$ cat src/rtl/uart_fifo_core.sv
// uart_fifo_core: full-duplex UART with a TX FIFO and an RX FIFO.
//
// Ports
//   clk        system clock; all logic on its rising edge
//   rst        synchronous active-low reset
//   denv, wr   TX character and one-cycle push strobe (dropped when tx_full)
//   rd, drec   RX pop strobe; drec holds the last popped character
//   rxd, txd   serial input (asynchronous) and serial output (idle high)
//   tx_full, tx_empty, rx_full, rx_empty   registered FIFO status
//   tx_busy    high while a TX frame is on the line
//   rx_overrun, frame_err, parity_err      sticky, cleared by an accepted rd
//
// Frame: start 0, data LSB first, optional parity bit, stop_bits high bits.
module uart_fifo_core #(
  parameter int unsigned clk_freq   = 50000000,
  parameter int unsigned baud       = 115200,
  parameter int unsigned data_bits  = 8,
  parameter int unsigned fifo_depth = 16,
  parameter int unsigned parity     = 0,
  parameter int unsigned stop_bits  = 1
) (
  input  logic                 clk,
  input  logic                 rst,
  input  logic [data_bits-1:0] denv,
  input  logic                 wr,
  input  logic                 rd,
  output logic [data_bits-1:0] drec,
  input  logic                 rxd,
  output logic                 txd,
  output logic                 tx_full,
  output logic                 tx_empty,
  output logic                 rx_full,
  output logic                 rx_empty,
  output logic                 tx_busy,
  output logic                 rx_overrun,
  output logic                 frame_err,
  output logic                 parity_err
);

  localparam int unsigned Div  = clk_freq / baud;
  localparam int unsigned Half = Div / 2;
  localparam int unsigned CntW = (Div > 1) ? $clog2(Div) : 1;
  localparam int unsigned AW   = $clog2(fifo_depth);

  localparam logic [CntW-1:0] CntLast = CntW'(Div - 1);
  localparam logic [CntW-1:0] CntHalf = CntW'(Half - 1);
  localparam logic [CntW-1:0] CntOne  = CntW'(1);
  localparam logic [AW:0]     PtrOne  = (AW + 1)'(1);
  localparam logic [3:0]      DataLast = 4'(data_bits - 1);
  localparam logic [3:0]      StopLast = 4'(stop_bits - 1);
  localparam logic            ParEn   = (parity != 0);
  localparam logic            ParOdd  = (parity == 2);

  typedef enum logic [2:0] {StIdle, StStart, StData, StParity, StStop} state_e;

  // ---------------------------------------------------------------- TX FIFO
  logic [data_bits-1:0] tx_mem_q [fifo_depth];
  logic [AW:0]          tx_wptr_q, tx_wptr_d, tx_rptr_q, tx_rptr_d;
  logic                 tx_full_q, tx_empty_q;
  logic                 tx_push, tx_pop;
  logic [data_bits-1:0] tx_head;
  logic                 tx_head_par;

  // A pop in the same cycle frees a slot, so a push to a full FIFO still lands.
  assign tx_push     = wr && (!tx_full_q || tx_pop);
  assign tx_wptr_d   = tx_push ? tx_wptr_q + PtrOne : tx_wptr_q;
  assign tx_rptr_d   = tx_pop  ? tx_rptr_q + PtrOne : tx_rptr_q;
  assign tx_head     = tx_mem_q[tx_rptr_q[AW-1:0]];
  assign tx_head_par = (^tx_head) ^ ParOdd;

  // ---------------------------------------------------------------- TX FSM
  state_e               tx_state_q, tx_state_d;
  logic [CntW-1:0]      tx_cnt_q, tx_cnt_d;
  logic [3:0]           tx_bit_q, tx_bit_d;
  logic [data_bits-1:0] tx_shift_q, tx_shift_d;
  logic                 tx_par_q, tx_par_d;
  logic                 tx_tick;

  assign tx_tick = (tx_cnt_q == CntLast);

  always_comb begin
    tx_state_d = tx_state_q;
    tx_cnt_d   = tx_tick ? '0 : tx_cnt_q + CntOne;
    tx_bit_d   = tx_bit_q;
    tx_shift_d = tx_shift_q;
    tx_par_d   = tx_par_q;
    tx_pop     = 1'b0;
    txd        = 1'b1;
    case (tx_state_q)
      StIdle: begin
        tx_cnt_d = '0;
        if (!tx_empty_q) begin
          tx_pop     = 1'b1;
          tx_shift_d = tx_head;
          tx_par_d   = tx_head_par;
          tx_state_d = StStart;
        end
      end
      StStart: begin
        txd = 1'b0;
        if (tx_tick) begin
          tx_bit_d   = '0;
          tx_state_d = StData;
        end
      end
      StData: begin
        txd = tx_shift_q[0];
        if (tx_tick) begin
          tx_shift_d = tx_shift_q >> 1;
          if (tx_bit_q == DataLast) begin
            tx_bit_d   = '0;
            tx_state_d = ParEn ? StParity : StStop;
          end else begin
            tx_bit_d = tx_bit_q + 4'd1;
          end
        end
      end
      StParity: begin
        txd = tx_par_q;
        if (tx_tick) begin
          tx_bit_d   = '0;
          tx_state_d = StStop;
        end
      end
      StStop: begin
        txd = 1'b1;
        if (tx_tick) begin
          if (tx_bit_q == StopLast) begin
            // Chain straight into the next frame so back-to-back frames have no gap.
            if (!tx_empty_q) begin
              tx_pop     = 1'b1;
              tx_shift_d = tx_head;
              tx_par_d   = tx_head_par;
              tx_state_d = StStart;
            end else begin
              tx_state_d = StIdle;
            end
          end else begin
            tx_bit_d = tx_bit_q + 4'd1;
          end
        end
      end
      default: tx_state_d = StIdle;
    endcase
  end

  assign tx_busy = (tx_state_q != StIdle);

  // ---------------------------------------------------------------- RX path
  logic                 rx_meta_q, rx_sync_q, rx_prev_q;
  state_e               rx_state_q, rx_state_d;
  logic [CntW-1:0]      rx_cnt_q, rx_cnt_d;
  logic [3:0]           rx_bit_q, rx_bit_d;
  logic [data_bits-1:0] rx_shift_q, rx_shift_d;
  logic                 rx_perr_q, rx_perr_d;
  logic                 rx_tick, rx_wr, rx_ferr_new, rx_perr_new;

  assign rx_tick = (rx_cnt_q == CntLast);

  // START waits half a bit; every later sample is one full bit after the previous,
  // so each bit is sampled at its midpoint.
  always_comb begin
    rx_state_d  = rx_state_q;
    rx_cnt_d    = rx_tick ? '0 : rx_cnt_q + CntOne;
    rx_bit_d    = rx_bit_q;
    rx_shift_d  = rx_shift_q;
    rx_perr_d   = rx_perr_q;
    rx_wr       = 1'b0;
    rx_ferr_new = 1'b0;
    rx_perr_new = 1'b0;
    case (rx_state_q)
      StIdle: begin
        rx_cnt_d = '0;
        if (rx_prev_q && !rx_sync_q) begin
          rx_perr_d  = 1'b0;
          rx_state_d = StStart;
        end
      end
      StStart: begin
        if (rx_cnt_q == CntHalf) begin
          rx_cnt_d   = '0;
          rx_bit_d   = '0;
          rx_state_d = rx_sync_q ? StIdle : StData;
        end
      end
      StData: begin
        if (rx_tick) begin
          rx_shift_d = {rx_sync_q, rx_shift_q[data_bits-1:1]};
          if (rx_bit_q == DataLast) begin
            rx_state_d = ParEn ? StParity : StStop;
          end else begin
            rx_bit_d = rx_bit_q + 4'd1;
          end
        end
      end
      StParity: begin
        if (rx_tick) begin
          rx_perr_d  = (rx_sync_q != ((^rx_shift_q) ^ ParOdd));
          rx_state_d = StStop;
        end
      end
      StStop: begin
        // Only the first stop bit is checked; any second one is just idle line.
        if (rx_tick) begin
          rx_wr       = 1'b1;
          rx_ferr_new = !rx_sync_q;
          rx_perr_new = rx_perr_q;
          rx_state_d  = StIdle;
        end
      end
      default: rx_state_d = StIdle;
    endcase
  end

  // ---------------------------------------------------------------- RX FIFO
  logic [data_bits-1:0] rx_mem_q [fifo_depth];
  logic [AW:0]          rx_wptr_q, rx_wptr_d, rx_rptr_q, rx_rptr_d;
  logic                 rx_full_q, rx_empty_q;
  logic                 rx_push, rx_pop;
  logic [data_bits-1:0] drec_q, drec_d;
  logic                 ovr_q, ovr_d, ferr_q, ferr_d, perr_q, perr_d;

  assign rx_pop    = rd && !rx_empty_q;
  assign rx_push   = rx_wr && (!rx_full_q || rx_pop);
  assign rx_wptr_d = rx_push ? rx_wptr_q + PtrOne : rx_wptr_q;
  assign rx_rptr_d = rx_pop  ? rx_rptr_q + PtrOne : rx_rptr_q;
  assign drec_d    = rx_pop  ? rx_mem_q[rx_rptr_q[AW-1:0]] : drec_q;

  // Sticky flags: cleared by an accepted rd, but a new error in that cycle wins.
  assign ovr_d  = (ovr_q  && !rx_pop) || (rx_wr && !rx_push);
  assign ferr_d = (ferr_q && !rx_pop) || rx_ferr_new;
  assign perr_d = (perr_q && !rx_pop) || rx_perr_new;

  // ---------------------------------------------------------------- state
  always_ff @(posedge clk) begin
    if (!rst) begin
      tx_wptr_q  <= '0;
      tx_rptr_q  <= '0;
      tx_full_q  <= 1'b0;
      tx_empty_q <= 1'b1;
      tx_state_q <= StIdle;
      tx_cnt_q   <= '0;
      tx_bit_q   <= '0;
      tx_shift_q <= '0;
      tx_par_q   <= 1'b0;
      rx_meta_q  <= 1'b1;
      rx_sync_q  <= 1'b1;
      rx_prev_q  <= 1'b1;
      rx_state_q <= StIdle;
      rx_cnt_q   <= '0;
      rx_bit_q   <= '0;
      rx_shift_q <= '0;
      rx_perr_q  <= 1'b0;
      rx_wptr_q  <= '0;
      rx_rptr_q  <= '0;
      rx_full_q  <= 1'b0;
      rx_empty_q <= 1'b1;
      drec_q     <= '0;
      ovr_q      <= 1'b0;
      ferr_q     <= 1'b0;
      perr_q     <= 1'b0;
    end else begin
      tx_wptr_q  <= tx_wptr_d;
      tx_rptr_q  <= tx_rptr_d;
      tx_full_q  <= (tx_wptr_d[AW] != tx_rptr_d[AW]) &&
                    (tx_wptr_d[AW-1:0] == tx_rptr_d[AW-1:0]);
      tx_empty_q <= (tx_wptr_d == tx_rptr_d);
      tx_state_q <= tx_state_d;
      tx_cnt_q   <= tx_cnt_d;
      tx_bit_q   <= tx_bit_d;
      tx_shift_q <= tx_shift_d;
      tx_par_q   <= tx_par_d;
      rx_meta_q  <= rxd;
      rx_sync_q  <= rx_meta_q;
      rx_prev_q  <= rx_sync_q;
      rx_state_q <= rx_state_d;
      rx_cnt_q   <= rx_cnt_d;
      rx_bit_q   <= rx_bit_d;
      rx_shift_q <= rx_shift_d;
      rx_perr_q  <= rx_perr_d;
      rx_wptr_q  <= rx_wptr_d;
      rx_rptr_q  <= rx_rptr_d;
      rx_full_q  <= (rx_wptr_d[AW] != rx_rptr_d[AW]) &&
                    (rx_wptr_d[AW-1:0] == rx_rptr_d[AW-1:0]);
      rx_empty_q <= (rx_wptr_d == rx_rptr_d);
      drec_q     <= drec_d;
      ovr_q      <= ovr_d;
      ferr_q     <= ferr_d;
      perr_q     <= perr_d;
    end
  end

  // Storage needs no reset; the pointers define what is valid.
  always_ff @(posedge clk) begin
    if (tx_push) tx_mem_q[tx_wptr_q[AW-1:0]] <= denv;
    if (rx_push) rx_mem_q[rx_wptr_q[AW-1:0]] <= rx_shift_q;
  end

  assign tx_full    = tx_full_q;
  assign tx_empty   = tx_empty_q;
  assign rx_full    = rx_full_q;
  assign rx_empty   = rx_empty_q;
  assign drec       = drec_q;
  assign rx_overrun = ovr_q;
  assign frame_err  = ferr_q;
  assign parity_err = perr_q;

endmodule

$ cat config.mk
export PLATFORM = sky130hd
export DESIGN_NAME = uart_fifo_core
export DESIGN_NICKNAME = d
export VERILOG_FILES = /design/src/rtl/uart_fifo_core.sv
export SDC_FILE = /design/constraint.sdc
export NUM_CORES = 1
export LEC_CHECK = 0
export CAP_MARGIN = 20
export CORE_MARGIN = 2
export CORE_UTILIZATION = 30
export DETAILED_ROUTE_END_ITERATION = 7
export PLACE_DENSITY = 0.43
export SYNTH_ARGS = -nofsm -noshare
export SYNTH_HDL_FRONTEND = slang
export SYNTH_SLANG_ARGS = --single-unit
$ cat constraint.sdc
create_clock -name clk -period 5.8 [get_ports clk]
set_clock_uncertainty 0.1 [all_clocks]
set_input_delay 0.58 -clock clk [delete_from_list [all_inputs] [get_ports clk]]
set_output_delay 0.58 -clock clk [all_outputs]
set_load 0.01 [all_outputs]
==> results of run 1 <==
## placed cells by master (no fill, tap or decap), drive strengths merged, types with 4 or more instances in the layout
cell | synthesis | final
edfxtp | 256 | 256
dfxtp | 88 | 88
nor2 | 75 | 75
nand2 | 73 | 73
mux4 | 72 | 72
clkbuf | 29 | 53
xnor2 | 35 | 35
a21oi | 32 | 32
clkdlybuf4s50 | 0 | 29
inv | 20 | 21
xor2 | 19 | 19
ha | 18 | 18
a22oi | 17 | 17
buf | 14 | 17
nand3 | 16 | 16
nor3 | 15 | 15
clkinv | 0 | 14
o21ai | 12 | 12
nor3b | 11 | 11
mux2i | 10 | 10
and2 | 8 | 8
nand2b | 7 | 7
nor2b | 7 | 7
mux2 | 7 | 7
nor4 | 7 | 7
nand4 | 6 | 6
and3 | 6 | 6
or3 | 5 | 5
a31oi | 5 | 5
bufinv | 0 | 5
nor4b | 4 | 4
and4 | 4 | 4
## through the flow
| stage | power [mW] | cells | util (%) | setup slack, ns | area [µm²] |
|---|---|---|---|---|---|
| after floorplan | 3.26 | 915 | - | 2.66 | 14100 |
| after global placement | 3.43 | 1521 | 32.5 | 2.17 | 15200 |
| after global routing | 6.08 | 1599 | 35.4 | 2.32 | 16500 |
| final | 5.83 | 1599 | 35.4 | 2.65 | 16500 |
| after CTS | 5.93 | 1594 | 35.3 | 2.53 | 16400 |
| after detailed placement | 3.43 | 1522 | 32.6 | 2.13 | 15200 |
## sequential cells by signal (all words and copies together), names as in the netlist, 5 cells and up
name        cells
tx_wptr_q       5
tx_cnt_q        9
rx_rptr_q       5
rx_cnt_q        9
tx_mem_q      128
rx_mem_q      128
drec            8
tx_rptr_q       5
tx_shift_q      8
rx_shift_q      8
rx_wptr_q       5
## per-layer routing
layer	share of wire, %	wire, µm
met3	3.6	1100
met2	48	14700
met5	0	0
met4	2.1	643
met1	47	14500
## path summary, 6_finish.rpt
kind              cells past startpoint    startpoint   endpoint
setup / recovery                      8  tx_rptr_q[0]   tx_par_q
hold / removal                        1     rx_meta_q  rx_sync_q
setup reg to reg                      8  tx_rptr_q[0]   tx_par_q
hold reg to reg                       1     rx_meta_q  rx_sync_q
## report_power, final
| part | switching [mW] | internal [mW] |
|---|---|---|
| Clock | 0.969 | 1.50 |
| Sequential | 0.0735 | 2.67 |
| Combinational | 0.279 | 0.329 |
## layout make-up
| cell class | count | area [µm²] |
|---|---|---|
| Sequential cell | 344 | 9450 |
| Fill cell | 4429 | 30100 |
| Tap cell | 607 | 759 |
| Clock buffer | 51 | 1050 |
| Inverter | 20 | 75.1 |
| Clock inverter | 21 | 235 |
| Timing Repair Buffer | 48 | 428 |
| Multi-Input combinational cell | 508 | 4480 |
## kinds of logic (layout without fill, tap and decap cells)
group                      after synthesis  count (layout)  synth area share, %
adders and majority gates               18              18                 1.59
and+or+nand+nor                        255             255                 8.93
muxes                                   89              89                 12.7
AOI/OAI and AO/OA                       89              89                 4.18
buffers and inverters                   63             140                 1.77
xor gates and xnor gates                57              57                 3.88
DFF                                    344             344                 66.9
==> reports/results.txt, run 1 <==
status - finished, final reports clean
delay-heaviest family, CP - flip-flops
Post-CTS Setup Bufs - 0
CP Buf/Inv Count - 1
Resized cells post-CTS - 0
GRT Util Overall - 12.8%
Slew @ Worst Pin - 1.03 ns
FP Rows - 79
Die Y - 221 µm
IO Count - 30
CP Max Fanout - 22
ys flop type - edfxtp_1
root buffer cell - clkbuf_16
Final TNS setup - 0 ns
Slew Limit Fails - 0
vias in the first global route - 7732
synthesized area - 14100 µm²
worst skew pair latency - 0.55 ns
Post-Syn Instances - 915
Syn Area/Cell - 15.4 µm²
most common cell in the netlist - edfxtp_1
CTS sink count - 344
Crit Path Class - flop to flop
first-pass GRT wire length - 48300 µm
Leakage - 5.24 nW
largest net degree at the start of global routing - 59
GRT Max-Usage Layer - met2
CTS Buffer Depth - 3
antenna-violating nets left - 0
CTS HTree Levels - 2
share of cells above drive strength 1 - 17.2%
CP dominant cell by count - xnor2_1
Synth top area share - 54.4%
FFs w/ async S/R, synth - 0%
routed wire length - 31000 µm
Peak VDD IR - 0.272 mV
post-synthesis register bit count - 344
Mapped Nets - 946
post-synth top area cell - edfxtp_1
CTS tree - yes
worst hold slack - 0.345 ns
M3 GR Usage - 2.28%
Final setup violation count - 0
Power Density - 354 nW/µm²
fin crit share - 54.4%
DR iter-0 viols - 520
grt total ovfl - 0
DP HPWL - 20300 µm
Peak Freq - 317 MHz
Final Hold Fails - 0
post-synthesis sequential area ratio - 66.9%
FF-to-FF setup slack - 2.65 ns
Critical-path top delay cell - dfxtp_2
Via-to-Cell Ratio - 4.76
hold_buf cts - 0
Max-Cap Viols - 0
initial antenna violation count - 0
routability cong. - 0.730
Clock transition at path regs - 0.06 ns
drt wl/cell - 19.4 µm
nets - 992
RSZ-0062 raised after global routing - false
number of synthesized flops with an enable pin - 256
core area - 46600 µm²
number of CTS-inserted buffers - 39
ANT cells - 0
synth warn - 0
max incr delay on CP - 0.85 ns
Initial Util - 30.3%
distinct cell type count after synthesis - 62
die area - 48800 µm²
endpoint class of the critical path - flop
number of iterations in the first detailed-routing pass - 4
Die W - 221 µm
crit path launch type - flop
Synth top cells by count - edfxtp_1 (256), dfxtp_1 (88), nor2_1 (75), mux4_2 (72), nand2_1 (72)
met1 usage - 17.4%
vias - 7604
CP required - 6.17 ns
fin crit period - 3.15 ns
GR Layer Usage met2 - 21.0%
Area contributors post-synth - edfxtp_1 (54%), dfxtp_1 (12%), mux4_2 (11%), xnor2_1 (2.1%), nor2_1 (2.0%)
Rel. slew slack - 31.3%
Hold Path Class - flop to flop
DRC - 0
critical path arrival - 3.53 ns
worst path cell trace - buf_4 > mux4_2 > a22oi_1 > nand2_1 > xnor2_1 > xnor2_1 > xnor3_1 > a21oi_1
layout overhead on the synthesized area - 16.7%
# port buffers - 29
No activity file was read; power rests on OpenSTA's default activity.
==> run 2: changes to the inputs <==
Settings changed: PLACE_DENSITY 0.43 to 0.45.
Clock period 5.8 ns to 2.7 ns, I/O delays scaled along.
==> run 2 against run 1 <==
  * Fmax rose by 21%
  * Worst hold slack got worse by 0.14 ns
  * Clock-buffer cell count rose by 3
  * Combinational power rose to 2.7 times the previous value
  * Critical endpoint is now tx_full
  * Global-route usage rose by 0.40 points
  * Flip-flop and latch count did not move
  * Final area rose by 6.0%
  * Setup slack got worse by 2.5 ns
  * Core utilization rose by 2.1 points
  * Sequential power rose by 110%
  * Critical path depth rose by 1
==> reports/results.txt, run 2 (synthesis gave the netlist of run 1 again) <==
antenna-violating nets left - 0 (unchanged)
Final Hold Fails - 0 (unchanged)
Reg2Reg Launch Point - tx_bit_q[0]
die area - 48800 µm² (unchanged)
initial antenna violation count - 0 (unchanged)
Rel. slew slack - 36.4% (+5.1 points)
Hold Path Depth - 2 (+1)
GRT Util Overall - 13.2% (+0.40 points)
FF-to-FF setup slack - 0.10 ns (-2.55 ns)
Sequential Area - 9460 µm² (about the same)
routability cong. - 0.746 (+2.2%)
DR iter-0 viols - 534 (+2.7%)
routed wire length - 32100 µm (+3.5%)
nets - 1069 (+7.8%)
Die W - 221 µm (unchanged)
critical path arrival - 2.98 ns (-0.55 ns)
CP Max Fanout - 5 (-77%)
share of cells above drive strength 1 - 25.1% (+7.9 points)
Peak Freq - 385 MHz (+21%)
worst skew pair latency - 0.55 ns (about the same)
status - finished, final reports clean
Slew @ Worst Pin - 0.948 ns (-0.0828 ns)
Reg2Reg Depth - 9 (+1)
DP HPWL - 20900 µm (+2.7%)
number of iterations in the first detailed-routing pass - 4 (unchanged)
Power Density - 745 nW/µm² (+110%)
Via-to-Cell Ratio - 4.72 (-0.74%)
layout overhead on the synthesized area - 23.7%
# port buffers - 29 (unchanged)
Crit Reg-Reg Endpoint - tx_full
crit path launch type - flop
DRC - 0 (unchanged)
Crit Path Class - flop to flop
commonest non-fill, non-tap cell in the layout - edfxtp_1
worst hold slack - 0.209 ns (-0.137 ns)
number of CTS-inserted buffers - 41 (+5.1%)
endpoint class of the critical path - flop
Max-Cap Viols - 0 (unchanged)
CP Launch Point - tx_bit_q[0]
Hold Path Class - input pin to flop
number of fill cells - 4386 (-0.97%)
CTS tree - yes
largest net degree at the start of global routing - 50 (-15%)
Slew Limit Fails - 0 (unchanged)
CTS HTree Levels - 2 (unchanged)
CTS Buffer Depth - 3 (unchanged)
fin crit period - 2.60 ns (-0.554 ns)
Clock transition at path regs - 0.06 ns (about the same)
fin crit share - 96.3% (+42 points)
CTS sink count - 344 (unchanged)
final cell count without fillers - 1678 (+4.9%)
FP Rows - 79 (unchanged)
core area - 46600 µm² (unchanged)
CP required - 3.08 ns (-3.09 ns)
IO Count - 30 (unchanged)
Initial Util - 30.3% (unchanged)
commonest non-fill, non-tap cells in the layout - edfxtp_1 (256), dfxtp_1 (83), buf_4 (75)
Final setup violation count - 0 (unchanged)
RSZ-0062 raised after global routing - true
Worst Setup EP - tx_full
grt total ovfl - 0 (unchanged)
drt wl/cell - 19.1 µm (-1.3%)
ANT cells - 0 (unchanged)
vias in the first global route - 8000 (+3.5%)
vias - 7921 (+4.2%)
Pwr Total - 13.0 mW (+120%)
dpl cells - 1598 (+5.0%)
first-pass GRT wire length - 49700 µm (+3.0%)
Leakage - 5.75 nW (+9.8%)
Die Y - 221 µm (unchanged)
Peak VDD IR - 0.363 mV (+33%)
multi-input combinational cell area - 4610 µm² (+3.0%)
root buffer cell - clkbuf_16
-- run 2: cell types whose count changed in the layout (fill, tap and decap cells not counted), sizes merged --
cell	before	now
buf	17	94
clkbuf	53	54
clkinv	14	16
clkinvlp	1	0
-- run 2: repair_timing --
| item | in CTS | in global routing |
|---|---|---|
| setup endpoints to repair | 40 | 114 |
| gates resized for setup | 3 | 14 |
| hold buffers | 0 | 0 |
| pin swaps | 2 | 5 |
| buffers inserted | 0 | 4 |
-- run 2: area by class of cell --
class / count / share of cell area [%]
clock buffers: 54 / 6.27
repair buffers: 123 / 6.96
inverters: 20 / 0.430
well taps: 607 / 4.35
clock inverters: 22 / 1.48
multi-input cells: 508 / 26.4
flip-flops and latches: 344 / 54.1
-- run 2: worst min path at each step --
stage / to / slack (ns) / from
6_report: rx_meta_q / 0.21 / rxd
5_1_grt: rx_meta_q / 0.21 / rxd
4_1_cts: rx_meta_q / 0.18 / rxd
3_5_place_dp: rx_sync_q / 0.30 / rx_meta_q
3_3_place_gp: rx_sync_q / 0.31 / rx_meta_q
2_1_floorplan: rx_prev_q / 0.27 / rst
-- run 2: worst max-delay path, cell delays in order, from the launching register on --
cell and delay [ns]:
dfxtp_2 0.33, inv_2 0.06, ha_1 0.13, or3b_4 0.39, o31a_1 0.36, nor2_2 0.15
xnor3_1 0.25, or3_4 0.35, a211oi_4 0.25, nor3b_2 0.18
-- run 2: metrics by stage --
stage / area (µm²) / setup TNS (ns) / setup slack [ns] / utilization (%)
floorplan: 14200 / -3.66 / -0.107 / -
global placement: 16000 / 0 / 0.00919 / 34.4
detailed placement: 16000 / -0.128 / -0.0164 / 34.4
CTS: 17400 / 0 / 0.0281 / 37.4
global route: 17500 / -0.0402 / -0.0402 / 37.5
finish: 17500 / 0 / 0.101 / 37.5
-- run 2: report_power, final --
part	switching, mW	total [mW]	internal [mW]
clock	2.17	5.53	3.36
sequential	0.0610	5.81	5.75
combinational	0.775	1.67	0.893
-- run 2: metal layers --
metal  share of wire [%]  wire length (µm)  up-vias  track usage [%]
li1                    -                 -     3749                -
met1                  47             15200     3995             18.7
met2                  47             15000      129             20.7
met3                 3.9              1260       48             2.68
met4                 1.9               622        0             3.59
met5                   0                 0        -                0
==> run 3: changes to the inputs <==
Settings changed: RECOVER_POWER from default to 50.
==> run 3 against run 2 <==
  * Clock-buffer cell count unchanged
  * Final area decreased by 0.19%
  * Via count increased by 0.19%
  * Core utilization decreased by 0.073 points
  * Clock power about the same
  * First-iteration DRC count decreased by 3.9%
  * Wire length about the same
  * Flip-flop and latch count unchanged
  * Total power about the same
  * Global-route usage unchanged
  * Critical endpoint unchanged
==> reports/results.txt, run 3 (synthesis gave the netlist of run 1 again) <==
status - finished, final reports clean
Final WS setup - 0.0934 ns (-0.00722 ns)
# port buffers - 29 (unchanged)
hold_buf cts - 0 (unchanged)
number of CTS-inserted buffers - 41 (unchanged)
critical path arrival - 2.98 ns (about the same)
Crit Path Class - flop to flop
first-pass GRT wire length - 49700 µm (unchanged)
Slew @ Worst Pin - 1.07 ns (+0.127 ns)
routed wire length - 32100 µm (about the same)
CTS sink count - 344 (unchanged)
routability cong. - 0.746 (unchanged)
Die W - 221 µm (unchanged)
crit path launch type - flop
grt total ovfl - 0 (unchanged)
Rel. slew slack - 28.4% (-8.0 points)
Via-to-Cell Ratio - 4.73 (+0.19%)
Peak Freq - 384 MHz (-0.28%)
share of cells above drive strength 1 - 24.3% (-0.84 points)
IO Count - 30 (unchanged)
fin crit period - 2.61 ns (+0.00722 ns)
Final setup violation count - 0 (unchanged)
post-place instance area - 16000 µm² (unchanged)
vias in the first global route - 8000 (unchanged)
Leakage - 5.72 nW (-0.62%)
Initial Util - 30.3% (unchanged)
met1 usage - 18.7% (unchanged)
CP Max Fanout - 5 (unchanged)
initial antenna violation count - 0 (unchanged)
FP Rows - 79 (unchanged)
commonest non-fill, non-tap cells in the layout - edfxtp_1 (256), dfxtp_1 (83), nor2_1 (73)
ANT cells - 0 (unchanged)
layout overhead on the synthesized area - 23.4%
core area - 46600 µm² (unchanged)
nets - 1069 (unchanged)
largest net degree at the start of global routing - 50 (unchanged)
Util after Layout - 37.5% (-0.073 points)
vias - 7936 (+0.19%)
final instance area - 17400 µm² (-0.19%)
DP HPWL - 20900 µm (unchanged)
DR iter-0 viols - 513 (-3.9%)
commonest non-fill, non-tap cell in the layout - edfxtp_1
RSZ-0062 raised after global routing - true
CTS HTree Levels - 2 (unchanged)
Clock transition at path regs - 0.06 ns (about the same)
Max-Cap Viols - 0 (unchanged)
GR Layer Usage met2 - 20.7% (unchanged)
Die Y - 221 µm (unchanged)
fin crit share - 96.5% (+0.27 points)
Setup WS pre-CTS - -0.0164 ns (unchanged)
GRT Max-Usage Layer - met2
CTS Buffer Depth - 3 (unchanged)
die area - 48800 µm² (unchanged)
Final Hold Fails - 0 (unchanged)
root buffer cell - clkbuf_16
CTS tree - yes
GRT Util Overall - 13.2% (unchanged)
M3 GR Usage - 2.68% (unchanged)
endpoint class of the critical path - flop
Power Density - 745 nW/µm² (+0.12%)
number of iterations in the first detailed-routing pass - 5 (+1)
Peak VDD IR - 0.361 mV (-0.37%)
Hold Path Class - input pin to flop
drt wl/cell - 19.1 µm (about the same)
Slew Limit Fails - 0 (unchanged)
DRC - 0 (unchanged)
worst skew pair latency - 0.55 ns (about the same)
antenna-violating nets left - 0 (unchanged)
CP required - 3.07 ns (about the same)
run 3: routing by layer:
layer | up-vias | routed length, µm
li1 | 3752 | -
met4 | 0 | 619
met2 | 122 | 15000
met1 | 4015 | 15300
met3 | 47 | 1150
met5 | - | 0
run 3: path summary, 6_finish.rpt:
check | to | cells past startpoint | slack (ns) | startpoint
worst max-delay path | tx_full | 9 | 0.09 | tx_bit_q[0]
worst min-delay path | rx_meta_q | 2 | 0.21 | rxd
worst max register to register | tx_full | 9 | 0.09 | tx_bit_q[0]
worst min register to register | rx_sync_q | 1 | 0.33 | rx_meta_q
run 3: power breakdown:
part	switching (mW)	internal [mW]	total, mW
logic	0.773	0.889	1.66
clock network	2.17	3.36	5.53
registers	0.0606	5.75	5.81
run 3: repair_timing:
| item | 4_1_cts | 5_1_grt |
|---|---|---|
| setup buffers | 0 | 4 |
| gates resized for setup | 3 | 14 |
| cloned | 0 | 0 |
| endpoints found under the setup margin | 40 | 114 |
| pin swaps | 2 | 5 |
run 3: critical path, stage by stage, from the launching register on:
cell      delay [ns]
dfxtp_2         0.33
inv_2           0.06
ha_1            0.13
or3b_4          0.39
o31a_1          0.36
nor2_2          0.15
xnor3_1         0.25
or3_4           0.35
a211oi_4        0.25
nor3b_2         0.18
run 3: cell type report:
cell class              instances  area [µm²]
clock buffers                  54        1100
clock inverters                22         259
repair buffers                123        1180
inverters                      20        75.1
flip-flops and latches        344        9460
multi-input cells             508        4610
fillers                      4398       29100
well taps                     607         759
run 3: metrics by stage:
step	std cells	setup TNS, ns	hold WS (ns)	total power, mW
finish	1678	0	0.210	13.0
CTS	1674	0	0.182	13.2
global placement	1598	0	0.310	7.57
floorplan	915	-3.66	0.267	7.02
global route	1678	-0.0402	0.206	13.5
detailed placement	1598	-0.128	0.300	7.57
